### config.mk
export PLATFORM = sky130hd
export DESIGN_NAME = clock_time_ctrl
export DESIGN_NICKNAME = d
export VERILOG_FILES = /design/src/rtl/clock_time_ctrl_pkg.sv /design/src/rtl/bcd_digit_ctr.sv /design/src/rtl/clock_time_ctrl.sv
export SDC_FILE = /design/constraint.sdc
export NUM_CORES = 1
export LEC_CHECK = 0
export CORE_MARGIN = 4
export CORE_UTILIZATION = 30
export DETAILED_ROUTE_END_ITERATION = 6
export GPL_ROUTABILITY_DRIVEN = 0
export PLACE_DENSITY = 0.6
export SLEW_MARGIN = 25
export SYNTH_ARGS = -nofsm -noshare
export SYNTH_HDL_FRONTEND = slang
export SYNTH_SLANG_ARGS = --single-unit
### constraint.sdc
create_clock -name clk -period 7.3 [get_ports clk]
set_clock_uncertainty 0.15 [all_clocks]
set_input_delay 1.46 -clock clk [delete_from_list [all_inputs] [get_ports clk]]
set_output_delay 1.46 -clock clk [all_outputs]
set_load 0.02 [all_outputs]
### src/rtl/clock_time_ctrl_pkg.sv
// Shared constants, FSM encoding and digit-limit helper for the time-of-day controller.
// Digit index order in the BCD chain: 0 ss units, 1 ss tens, 2 mm units, 3 mm tens, 4 hh units, 5 hh tens.
package clock_time_ctrl_pkg;

  localparam int BCD_BIT_WIDTH = 4;
  localparam int NUM_DIGITS    = 6;

  typedef enum logic [1:0] {
    RUN     = 2'd0,
    SET_HR  = 2'd1,
    SET_MIN = 2'd2,
    SET_SEC = 2'd3
  } edit_state_t;

  localparam logic [BCD_BIT_WIDTH-1:0] LIM_UNITS        = 4'd9;
  localparam logic [BCD_BIT_WIDTH-1:0] LIM_TENS         = 4'd5;
  localparam logic [BCD_BIT_WIDTH-1:0] LIM_HR_UNITS_TOP = 4'd3;
  localparam logic [BCD_BIT_WIDTH-1:0] LIM_HR_TENS      = 4'd2;

  // Hour units wrap at 3 only while hour tens sits at its top value (20..23).
  function automatic logic [BCD_BIT_WIDTH-1:0] digit_limit(input int idx,
                                                            input logic [BCD_BIT_WIDTH-1:0] hr_tens);
    logic [BCD_BIT_WIDTH-1:0] lim;
    case (idx)
      1, 3:    lim = LIM_TENS;
      4:       lim = (hr_tens == LIM_HR_TENS) ? LIM_HR_UNITS_TOP : LIM_UNITS;
      5:       lim = LIM_HR_TENS;
      default: lim = LIM_UNITS;
    endcase
    return lim;
  endfunction

endpackage

### src/rtl/bcd_digit_ctr.sv
// One BCD digit: counts 0..limit when enabled, synchronous load has priority.
// carry is combinational so a whole rollover resolves within one edge.
module bcd_digit_ctr
  import clock_time_ctrl_pkg::*;
(
  input  logic                     clk,
  input  logic                     load,
  input  logic [BCD_BIT_WIDTH-1:0] load_val,
  input  logic                     en,
  input  logic [BCD_BIT_WIDTH-1:0] limit,
  output logic [BCD_BIT_WIDTH-1:0] q,
  output logic                     carry
);

  logic [BCD_BIT_WIDTH-1:0] q_reg;
  logic [BCD_BIT_WIDTH-1:0] q_next;

  assign carry = en && (q_reg == limit);

  always_comb begin
    q_next = q_reg;
    if (load) begin
      q_next = load_val;
    end else if (en) begin
      q_next = (q_reg == limit) ? '0 : q_reg + 1'b1;
    end
  end

  always_ff @(posedge clk) begin
    q_reg <= q_next;
  end

  assign q = q_reg;

endmodule

### src/rtl/clock_time_ctrl.sv
// 24-hour hh:mm:ss BCD time keeper with a four-state set-mode FSM.
// Set-mode edits reuse the digit enables of one field with the carry into the next field masked.
module clock_time_ctrl
  import clock_time_ctrl_pkg::*;
#(
  parameter logic [7:0] RST_HH = 8'h00,
  parameter logic [7:0] RST_MM = 8'h00,
  parameter logic [7:0] RST_SS = 8'h00
) (
  input  logic       clk,
  input  logic       rst,
  input  logic       tick,
  input  logic       mode_btn,
  input  logic       inc_btn,
  output logic [7:0] hh,
  output logic [7:0] mm,
  output logic [7:0] ss,
  output logic [1:0] edit_sel,
  output logic       day_carry
);

  localparam int W = BCD_BIT_WIDTH;
  localparam logic [NUM_DIGITS*W-1:0] RST_ALL = {RST_HH, RST_MM, RST_SS};

  edit_state_t             state_reg;
  edit_state_t             state_next;
  logic [NUM_DIGITS*W-1:0] q_all;
  logic                    run;
  logic                    inc_eff;
  logic                    sec_en;
  logic                    min_en;
  logic                    hr_en;
  logic                    day_carry_reg;

  always_ff @(posedge clk) begin
    if (!rst) begin
      state_reg <= RUN;
    end else begin
      state_reg <= state_next;
    end
  end

  always_comb begin
    state_next = state_reg;
    if (mode_btn) begin
      case (state_reg)
        RUN:     state_next = SET_HR;
        SET_HR:  state_next = SET_MIN;
        SET_MIN: state_next = SET_SEC;
        SET_SEC: state_next = RUN;
        default: state_next = RUN;
      endcase
    end
  end

  assign run     = (state_reg == RUN);
  assign inc_eff = inc_btn && !mode_btn;

  // In RUN each field is fed by the carry of the field below; in set mode only the edited field moves.
  assign sec_en = run ? tick                  : (state_reg == SET_SEC) && inc_eff;
  assign min_en = run ? gen_digit[1].carry_d : (state_reg == SET_MIN) && inc_eff;
  assign hr_en  = run ? gen_digit[3].carry_d : (state_reg == SET_HR)  && inc_eff;

  for (genvar gi = 0; gi < NUM_DIGITS; gi++) begin : gen_digit
    logic en_d;
    logic carry_d;

    if (gi == 0) begin : gen_en
      assign en_d = sec_en;
    end else if (gi == 2) begin : gen_en
      assign en_d = min_en;
    end else if (gi == 4) begin : gen_en
      assign en_d = hr_en;
    end else begin : gen_en
      assign en_d = gen_digit[gi-1].carry_d;
    end

    bcd_digit_ctr u_digit (
      .clk      (clk),
      .load     (!rst),
      .load_val (RST_ALL[gi*W +: W]),
      .en       (en_d),
      .limit    (digit_limit(gi, q_all[5*W +: W])),
      .q        (q_all[gi*W +: W]),
      .carry    (carry_d)
    );
  end

  always_ff @(posedge clk) begin
    if (!rst) begin
      day_carry_reg <= 1'b0;
    end else begin
      day_carry_reg <= run && gen_digit[5].carry_d;
    end
  end

  assign ss        = q_all[7:0];
  assign mm        = q_all[15:8];
  assign hh        = q_all[23:16];
  assign edit_sel  = state_reg;
  assign day_carry = day_carry_reg;

endmodule
==> metrics.csv <==
stage;metric;value;unit
clocking;clk_latency;0.27;ns
floorplanning;die_w;77.3;um
yosys;synth.distinct_cells;48;
clocking;cts_setup_buffers;0;
floorplanning;die_y;77.3;um
yosys;synth.area.top_cells;dfxtp_1 (37%), a21oi_1 (4.5%), ha_1 (4.3%);
clocking;clkSinkCount;27;
setup_path;worst_ep_arrival_time;3.57;ns
clocking;h-tree-depth;1;
floorplanning;core_area;0.00450;sq mm
sta;min_period;3.53;ns
grt;grt_use_total;0.102;
yosys;synth_edf_count;0;
routing;vias;1260;
setup_path;worstSetupEndpointType;register;
routing;drtAntennaViolNets;0;
status;outcome;finished clean;
setup_path;worstPathRequired;7.34;ns
yosys;yosys.area_share.simple;0.291;
routing;avgViaCountPerCell;5.14;
setup_path;r2r_start;edit_sel[0]$_SDFFE_PN0P_;
worst_hold_path;hold_path_class;register to register;
cells_and_area;stdcell_count;245;
routing;routedWlPerCell;12.8;um
yosys;netlist_instances;162;
yosys;synth_top_area_cell;dfxtp_1;
sta;hold_viol;0;
pwr;powerDensity;143;mW/mm^2
yosys;synthArstFlopShare;0;
yosys;ys_seq_area_frac;0.375;
grt;grt_max_degree;20;
setup_path;cp_max_fo;9;
run;cap_violations;0;
yosys;synthXorXnorAreaFrac;0.0425;
yosys;synth_warnings;0;
yosys;synthAdderAreaFrac;0.0434;
cells_and_area;layout_commonest_cell;clkdlybuf4s50_1;
setup_path;reg2reg_setup_slack;4.63;ns
cells_and_area;area_growth_syn_to_layout;27.6;%
floorplanning;placementRows;24;
place;io_buffers;31;
pwr;peakVddDrop;0.0625;mV
yosys;synth_ff_type;dfxtp_1;
floorplanning;pin_count;32;
routing;first_pass_iters;4;
setup_path;crit_type;input pin to register;
grt;grt_pass1_vias;1099;
cells_and_area;nFillCells;472;
cells_and_area;drive_gt1_frac;0.0466;
sta;worst_slew_pin_slew;0.824;ns
clocking;cts_resized;0;
yosys;synth_top_family_by_area;simple AND/OR/NAND/NOR gates;
setup_path;timing.critical_path.from;mode_btn;
yosys;synth_top_area_frac;0.375;
routing;route.detailed.drc;0;
cells_and_area;num_antenna_cells;0;
pwr;p_leak;0.615;nW
sta;period_share;0.483;
sta;slew_headroom;0.443;
clocking;path_clk_slew;0.09;ns
cells_and_area;fin_nets;204;
place;dp_cells;241;
place;hpwl;2260;um
setup_path;start_kind;input pin;
clocking;postCtsHoldBufs;0;
yosys;avgSynthCellArea;8.91;sq um
floorplanning;initial_core_util;0.320;
setup_path;slowest_stage;clkdlybuf4s50_1;
setup_path;critPathMaxStageDelay;0.51;ns
cells_and_area;multi_input_area;846;sq um
sta;slew_viol_final;0;
clocking;cts_buffers;3;
yosys;ys_ff_latch;27;
yosys;synth_compound_area_frac;0.187;
setup_path;critical_path.cell_chain;clkdlybuf4s50_1 -> nand4bb_1 -> a2111oi_2 -> nor2_1 -> or4_1 -> a21oi_1;
cells_and_area;largest_register_ffs;24;
routing;drt_iter0_drc;98;
sta;finalSetupViolCount;0;
yosys;netlist_area;0.00144;sq mm
setup_path;crit_family;simple AND/OR/NAND/NOR gates;
cells_and_area;seq_area;541;sq um
grt;antenna_found_initial;0;
sta;rsz0062_at_grt;false;
cells_and_area;mostFrequentLayoutCells;clkdlybuf4s50_1 (31), dfxtp_1 (27), a21oi_1 (13), nor2_1 (12), o21ai_0 (9);
sta;fmax;0.284;GHz
grt;grt_pass1_wl;5140;um
setup_path;crit_buf_inv;1;
sta;fin_setup_tns;0;ns
yosys;syn-num-nets;172;
grt;overflow;0;
worst_hold_path;hold_start;gen_digit[5].u_digit.q[3]$_SDFFE_PN0P_;
routing;totalWireLength;3140;um
clocking;clk_path_buf_depth;2;
clocking;cts_tree;done;
floorplanning;dieArea;0.00598;sq mm
yosys;synth.area.mux_share;0.0217;
clocking;clock-root-buffer;clkbuf_8;
## worst paths after layout
path                                                               end  cells past startpoint
worst min-delay path            gen_digit[5].u_digit.q[3]$_SDFFE_PN0P_                      2
worst max-delay path            gen_digit[3].u_digit.q[1]$_SDFFE_PN0N_                      6
worst min register to register  gen_digit[5].u_digit.q[3]$_SDFFE_PN0P_                      2
worst max register to register  gen_digit[5].u_digit.q[0]$_SDFFE_PN0P_                      7
## report_power, final
| part | internal, W | total [W] | switching (W) |
|---|---|---|---|
| logic | 0.0000112 | 0.0000254 | 0.0000142 |
| registers | 0.000149 | 0.000152 | 0.00000284 |
| clock network | 0.0000390 | 0.0000848 | 0.0000457 |
## metal layers
layer / up-vias / track usage / share of wire
li1: 655 / - / -
met1: 585 / 0.143 / 0.52
met2: 18 / 0.159 / 0.44
met3: 2 / 0.0231 / 0.033
met4: 0 / 0.0267 / 0.0070
met5: - / 0 / 0
## stage by stage
stage                      util  worst slack [ns]  hold slack [ns]  total power [W]  cell area (sq um)
after floorplan               -              4.22            0.414         0.000171               1440
after global placement    0.399              3.56            0.341         0.000181               1800
after detailed placement  0.399              3.50            0.346         0.000181               1800
after CTS                 0.409              3.76            0.360         0.000268               1840
after global routing      0.409              3.62            0.379         0.000275               1840
final                     0.409              3.77            0.356         0.000262               1840
## worst reg2reg max path, stage by stage, from the launching register on
cell	delay, ns
dfxtp_1	0.36
inv_1	0.09
ha_1	0.31
nand4bb_2	0.18
or4_4	0.57
o2bb2a_4	0.27
or4_1	0.52
a21oi_1	0.15
## kinds of logic after synthesis
group,after synthesis
AO/OA/AOI/OAI,39
flip-flops,27
buffers and inverters,13
AND/OR/NAND/NOR,68
multiplexers,3
XOR/XNOR,7
adder cells (fa/ha/maj),5
## cell usage after synthesis, drive strengths merged, types with 2 or more instances
| master | number |
|---|---|
| and2 | 3 |
| ha | 5 |
| nand3b | 2 |
| nand2b | 2 |
| clkbuf | 3 |
| nand3 | 4 |
| inv | 8 |
| dfxtp | 27 |
| and3 | 5 |
| nor2b | 8 |
| nor2 | 12 |
| xnor2 | 5 |
| a21oi | 13 |
| nand4bb | 4 |
| or4 | 4 |
| mux2i | 2 |
| nor3b | 4 |
| nand2 | 8 |
| o31ai | 2 |
| nor3 | 4 |
| xor2 | 2 |
| or3 | 3 |
| o21ai | 9 |
## cell type report
cell class,count,share of cell area
inverter,9,0.0184
sequential,27,0.294
multi-input combinational,122,0.460
timing repair buffer,31,0.169
clock buffer,4,0.0245
tap,52,0.0354
Note: power is estimated with default switching activity, not from simulation.
